[src/rtl/nlm_line_buf_ctrl.sv]
// nlm_line_buf_ctrl
// -----------------------------------------------------------------------------
// Controller for two ping-pong line buffers. It turns a raster pixel stream
// into 3-pixel vertical columns {top, mid, cur} for a non-local-means window.
//
// The buffers are external single-port-address RAMs with a shared read/write
// address. Reads have 1 cycle of registered latency and read-before-write
// behaviour. A read and a write can hit the same address in one cycle: the
// read returns the line from two rows back (top) from buffer `sel`, and that
// location is then overwritten with the current pixel. Buffer ~sel holds the
// previous row (mid).
//
// Ports
//   clk                  single clock, all logic on the rising edge
//   rst_i                synchronous, active-high reset
//   line_len_i           line width minus 1, sampled with the sof pixel
//   pix_i / pix_vld_i    incoming pixel and qualifier (gaps allowed)
//   sof_i                start of frame, qualified by pix_vld_i
//   wraddr_o, rdaddr_o   line-buffer address (combinational)
//   wrdata_o             line-buffer write data (combinational)
//   wren_o[1:0]          per-buffer write enable (combinational)
//   rden_o               common read enable (combinational)
//   rddata0_i/rddata1_i  line-buffer read data, 1 cycle after rden_o
//   col_o                {top, mid, cur}, cur in the LSBs
//   col_vld_o            column valid
//   col_sof_o            first column of the frame
//   col_eol_o            last column of a line
//
// Build option
//   NLM_BORDER_REPLICATE_EN  when defined, rows 0 and 1 also produce
//                            columns with the missing rows replicated:
//                            row 0 -> {cur,cur,cur}, row 1 -> {mid,mid,cur}.
// -----------------------------------------------------------------------------
module nlm_line_buf_ctrl #(
  parameter int ADDR_WIDTH = 8,
  parameter int DATA_WIDTH = 16
) (
  input  logic                      clk,
  input  logic                      rst_i,
  input  logic [ADDR_WIDTH-1:0]     line_len_i,
  input  logic [DATA_WIDTH-1:0]     pix_i,
  input  logic                      pix_vld_i,
  input  logic                      sof_i,
  output logic [ADDR_WIDTH-1:0]     wraddr_o,
  output logic [ADDR_WIDTH-1:0]     rdaddr_o,
  output logic [DATA_WIDTH-1:0]     wrdata_o,
  output logic [1:0]                wren_o,
  output logic                      rden_o,
  input  logic [DATA_WIDTH-1:0]     rddata0_i,
  input  logic [DATA_WIDTH-1:0]     rddata1_i,
  output logic [3*DATA_WIDTH-1:0]   col_o,
  output logic                      col_vld_o,
  output logic                      col_sof_o,
  output logic                      col_eol_o
);

  // Frame/line state
  logic [ADDR_WIDTH-1:0] x;
  logic [1:0]            y;
  logic                  sel;
  logic [ADDR_WIDTH-1:0] len;
  logic                  started;

  // Effective state for the pixel in flight: a sof pixel restarts the frame
  // at x = 0, y = 0 on buffer 0 with the freshly sampled line length,
  // regardless of what was in progress.
  logic                  acc;
  logic [ADDR_WIDTH-1:0] x_eff;
  logic [1:0]            y_eff;
  logic                  sel_eff;
  logic [ADDR_WIDTH-1:0] len_eff;
  logic                  eol_now;
  logic                  col_ok;

  // Stage 1 pipeline (aligned with the buffer read data)
  logic                  vld_p1;
  logic                  sof_p1;
  logic                  eol_p1;
  logic [DATA_WIDTH-1:0] cur_p1;
  logic                  sel_p1;
`ifdef NLM_BORDER_REPLICATE_EN
  logic [1:0]            y_p1;
`endif

  logic [DATA_WIDTH-1:0] top;
  logic [DATA_WIDTH-1:0] mid;

  // Stage 0: accept pixel, drive line-buffer ports
  // Pixels before the first sof after reset are dropped entirely.
  assign acc     = pix_vld_i & (started | sof_i);
  assign x_eff   = sof_i ? '0 : x;
  assign y_eff   = sof_i ? 2'd0 : y;
  assign sel_eff = sof_i ? 1'b0 : sel;
  assign len_eff = sof_i ? line_len_i : len;
  assign eol_now = (x_eff == len_eff);

`ifdef NLM_BORDER_REPLICATE_EN
  assign col_ok = acc;
`else
  assign col_ok = acc & (y_eff == 2'd2);
`endif

  assign wraddr_o = x_eff;
  assign rdaddr_o = x_eff;
  assign wrdata_o = pix_i;
  assign rden_o   = acc;
  assign wren_o   = acc ? (sel_eff ? 2'b10 : 2'b01) : 2'b00;

  always_ff @(posedge clk) begin
    if (rst_i) begin
      x       <= '0;
      y       <= 2'd0;
      sel     <= 1'b0;
      len     <= '0;
      started <= 1'b0;
      vld_p1  <= 1'b0;
      sof_p1  <= 1'b0;
      eol_p1  <= 1'b0;
    end else begin
      vld_p1 <= col_ok;
      sof_p1 <= col_ok & sof_i;
      eol_p1 <= col_ok & eol_now;
      if (acc) begin
        started <= 1'b1;
        len     <= len_eff;
        if (eol_now) begin
          x   <= '0;
          sel <= ~sel_eff;
          y   <= (y_eff == 2'd2) ? 2'd2 : y_eff + 2'd1;
        end else begin
          x   <= x_eff + 1'b1;
          sel <= sel_eff;
          y   <= y_eff;
        end
      end
    end
  end

  // Data side of the stage-1 register: no reset, outputs are gated by vld_p1.
  always_ff @(posedge clk) begin
    if (acc) begin
      cur_p1 <= pix_i;
      sel_p1 <= sel_eff;
`ifdef NLM_BORDER_REPLICATE_EN
      y_p1   <= y_eff;
`endif
    end
  end

  // Stage 1: assemble column from read data
  assign top = sel_p1 ? rddata1_i : rddata0_i;
  assign mid = sel_p1 ? rddata0_i : rddata1_i;

  always_comb begin
    col_o = '0;
    if (vld_p1) begin
`ifdef NLM_BORDER_REPLICATE_EN
      if (y_p1 == 2'd0)
        col_o = {cur_p1, cur_p1, cur_p1};
      else if (y_p1 == 2'd1)
        col_o = {mid, mid, cur_p1};
      else
        col_o = {top, mid, cur_p1};
`else
      col_o = {top, mid, cur_p1};
`endif
    end
  end

  assign col_vld_o = vld_p1;
  assign col_sof_o = sof_p1;
  assign col_eol_o = eol_p1;

endmodule

[config.mk]
export PLATFORM = sky130hd
export DESIGN_NAME = nlm_line_buf_ctrl
export DESIGN_NICKNAME = d
export VERILOG_FILES = /design/src/rtl/nlm_line_buf_ctrl.sv
export SDC_FILE = /design/constraint.sdc
export NUM_CORES = 1
export LEC_CHECK = 0
export CAP_MARGIN = 20
export CORE_ASPECT_RATIO = 1.5
export CORE_UTILIZATION = 35
export DETAILED_ROUTE_END_ITERATION = 16
export PLACE_DENSITY = 0.77
export SLEW_MARGIN = 0
export SYNTH_ARGS = -nofsm -noshare
export SYNTH_HDL_FRONTEND = slang
export SYNTH_SLANG_ARGS = --single-unit
[constraint.sdc]
create_clock -name clk -period 1.6 [get_ports clk]
set_input_delay 0.16 -clock clk [delete_from_list [all_inputs] [get_ports clk]]
set_output_delay 0.16 -clock clk [all_outputs]
set_load 0.005 [all_outputs]
==> flow_metrics.env, run 1 <==
export IMPL_synth_edff_count=17
export IMPL_clk_pin_slew_worst_paths_ns=0.08
export IMPL_finalCriticalPeriod_ns=1.74
export IMPL_drtPass1Iterations=4
export IMPL_ff2ff_path_depth=8
export IMPL_powerDensity_nw_per_um2=587
export IMPL_p_leak_uw=0.00206
export IMPL_switching_share_pct=23.1
export IMPL_fillCellCount=630
export IMPL_pin_count=146
export IMPL_grt_ovfl_total=0
export IMPL_rows=38
export IMPL_p_comb_share_pct=21.4
export IMPL_cts_hold_buf=0
export IMPL_cts_tree="done"
export IMPL_cp_start_kind="register"
export IMPL_cts_root_buf="clkbuf_8"
export IMPL_fin_skew_ns=0.00315
export IMPL_drcViolationCount=0
export IMPL_vias=2735
export IMPL_power_frac_seq_pct=42.0
export IMPL_final_hold_viol_count=0
export IMPL_maxCapViolCount=0
export IMPL_pwr_share_clk_pct=36.5
export IMPL_internal_power_uw=2060
export IMPL_cts_htree_levels=2
export IMPL_antennaDiodeCount=0
export IMPL_worstHoldEndpoint="cur_p1[4]$_DFFE_PP_"
export IMPL_postRouteAntennaNets=0
export IMPL_wirelength_mm=9.02
export IMPL_holdWs_ns=0.451
export IMPL_clock_path_buffers=2
export IMPL_syn_to_final_growth_pct=73.2
export IMPL_cts_num_sinks=40
export IMPL_max_freq_mhz=574
export IMPL_syn_inst=295
export IMPL_grtUsageTotal_pct=21.9
export IMPL_async_flop_share_pct=0
export IMPL_drive_above_1_share_pct=29.9
export IMPL_synthFlopType="dfxtp_1"
export IMPL_start_util_pct=36.2
export IMPL_worst_hold_startpoint="pix_i[4]"
export IMPL_hold_depth=1
export IMPL_grt_pass1_vias=2668
export IMPL_critical_path_arrival_ns=1.97
export IMPL_ys_warnings_count=0
export IMPL_place_hpwl_mm=6.37
export IMPL_die_h_um=108
export IMPL_synth_nets=357
export IMPL_rsz0062_at_grt="true"
export IMPL_die_w_um=72.8
export IMPL_place_congestion=0.862
export IMPL_netlist_area_um2=2630
export IMPL_cp_data_required_time_ns=1.82
export IMPL_max_slew_worst_pin_slew_ns=0.363
export IMPL_r2r_start="x[6]$_SDFFE_PP0P_"
export IMPL_synth_avg_cell_area_um2=8.93
export IMPL_switchingPower_uw=619
export IMPL_grt_pass1_wl_mm=13.0
export IMPL_ys_types=48
export IMPL_seq_area_frac_synth_pct=36.9
export IMPL_setup_viol=13
export IMPL_tns_ns=-1.09
export IMPL_endpoint_kind="register"
export IMPL_period_share_pct=109
export IMPL_r2r_end="y[1]$_SDFFE_PP0P_"
export IMPL_violations="setup timing"
export IMPL_clk_latency_ns=0.29
export IMPL_hold_path_class="input port to register"
export IMPL_grt_max_degree=25
export IMPL_slew_headroom_pct=75.7
export IMPL_yosys_register_bits=40
export IMPL_post_route_util_pct=62.7
export IMPL_dieArea_um2=7880
export IMPL_core_um2=7270
export IMPL_final_max_slew_viol_count=0
export IMPL_antenna_found_initial=0
export IMPL_rrSetupSlack_ns=-0.14
export IMPL_drt_iter0_drc=55
export IMPL_timing_final_ws_setup_ns=-0.141
export IMPL_place_port_buffers=145
export IMPL_irDropWorstVdd_mv=0.774
export IMPL_nNetsFinal=516
export IMPL_numCtsBuffers=5
export IMPL_critical_path_class="register to register"
export IMPL_status="finished, violations left"
export IMPL_wl_per_cell_um=16.2
export IMPL_critPathMaxFanout=5
export IMPL_via_per_inst=4.93
## synth_stat cells, types with 5 or more instances
cell	count	share of area, %
nor3_1	5	0.95
buf_4	25	7.1
dfxtp_1	23	17
a21oi_1	15	2.9
nand2_1	22	3.1
and2_1	19	4.5
o21ai_0	5	0.95
inv_1	9	1.3
o22ai_1	5	1.2
mux2i_1	32	12
nor2_1	22	3.1
edfxtp_1	17	19
nor2b_1	37	8.8
clkbuf_1	11	1.6
## metal layers
layer / GRT usage [%] / vias up / share of wire (%)
met2: 43.9 / 140 / 53
met3: 9.13 / 12 / 12
met1: 18.7 / 1273 / 33
met5: 0 / - / 0
met4: 6.86 / 0 / 2.2
li1: - / 1310 / -
## cell type report
class	instances	area, um2	area share, %
Clock inverter	2	60.1	1.32
Timing Repair Buffer	193	1750	38.4
Clock buffer	6	72.6	1.59
Multi-Input combinational cell	204	1520	33.4
Sequential cell	40	990	21.7
Tap cell	100	125	2.74
Inverter	10	37.5	0.823
## sequential cells by signal, indices dropped and copies added (netlist names), 2 cells and up
signal / flops
y: 2
x: 8
cur_p1: 16
len: 8
## worst max path at each step
stage | endpoint | from | depth (start not counted) | slack (ns)
detailed placement | y[1]$_SDFFE_PP0P_ | sof_i | 7 | -0.40
global placement | y[1]$_SDFFE_PP0P_ | sof_i | 7 | -0.35
finish | y[1]$_SDFFE_PP0P_ | x[6]$_SDFFE_PP0P_ | 8 | -0.14
global route | y[1]$_SDFFE_PP0P_ | x[6]$_SDFFE_PP0P_ | 8 | -0.22
CTS | col_o[16] | sel_p1$_DFFE_PP_ | 5 | -0.12
floorplan | x[5]$_SDFFE_PP0P_ | sof_i | 7 | 0.001
## critical path, stage by stage (launching register included)
cell and delay [ns]:
dfxtp_4 0.39, and2b_2 0.25, o32ai_2 0.22, o2111ai_2 0.19, buf_4 0.20, nor2_4 0.11, buf_4 0.12, nand3_1 0.07
a21oi_1 0.12
## cell usage in the layout, fill, tap and decap left out, types with 3 or more instances in the layout
master            n
o21ai_0           5
nor3_1            5
inv_1             6
nor2b_1          35
clkbuf_8          5
buf_6             4
nor2_2            4
mux2i_1          28
dlygate4sd2_1    34
nor2_1           15
dfxtp_4           3
o22ai_1           5
nor2_4            3
inv_2             4
dfxtp_2           6
dfxtp_1          14
nand2b_1          3
edfxtp_1         17
a21oi_1          15
buf_2            30
buf_4            37
clkdlybuf4s50_1  76
nand2_1          21
and2_1           18
nand3_1           4
## cells by family (layout without fill, tap and decap cells)
family          count (synthesis)  count (layout)  share of synthesized area [%]
flops                          40              40                           36.9
fa+ha+maj                       2               2                          0.950
simple gates                  126             126                           26.7
compound gates                 43              43                           11.4
mux                            33              33                           12.7
buf+inv                        51             211                           11.3
## power groups by stage
| stage | clock, uW | combinational (uW) | sequential (uW) |
|---|---|---|---|
| finish | 979 | 574 | 1120 |
| detailed placement | 0 | 482 | 1150 |
| global route | 1030 | 608 | 1130 |
| global placement | 0 | 475 | 1150 |
| floorplan | 0 | 214 | 1140 |
| CTS | 988 | 568 | 1120 |
## through the flow
stage / setup WS, ns / instances / total power, uW / instance area, um2
CTS: -0.115 / 555 / 2680 / 4580
floorplan: 0.00142 / 295 / 1360 / 2630
global route: -0.215 / 555 / 2770 / 4560
finish: -0.141 / 555 / 2680 / 4560
detailed placement: -0.397 / 531 / 1630 / 4220
global placement: -0.346 / 531 / 1620 / 4220
## what timing repair did
item | 4_1_cts | 5_1_grt
setup buffers | 11 | 3
endpoints found under the hold margin | 0 | 0
gates resized for setup | 188 | 37
endpoints found under the setup margin | 79 | 42
pin swaps | 7 | 8
cloned | 5 | 0
No activity file was read; power rests on OpenSTA's default activity.
==> run 2: changes to the inputs <==
Settings changed: CTS_CLUSTER_SIZE set to 25.
==> results of run 2 <==
Final layout, timing and power as in run 1 (identical DEF).
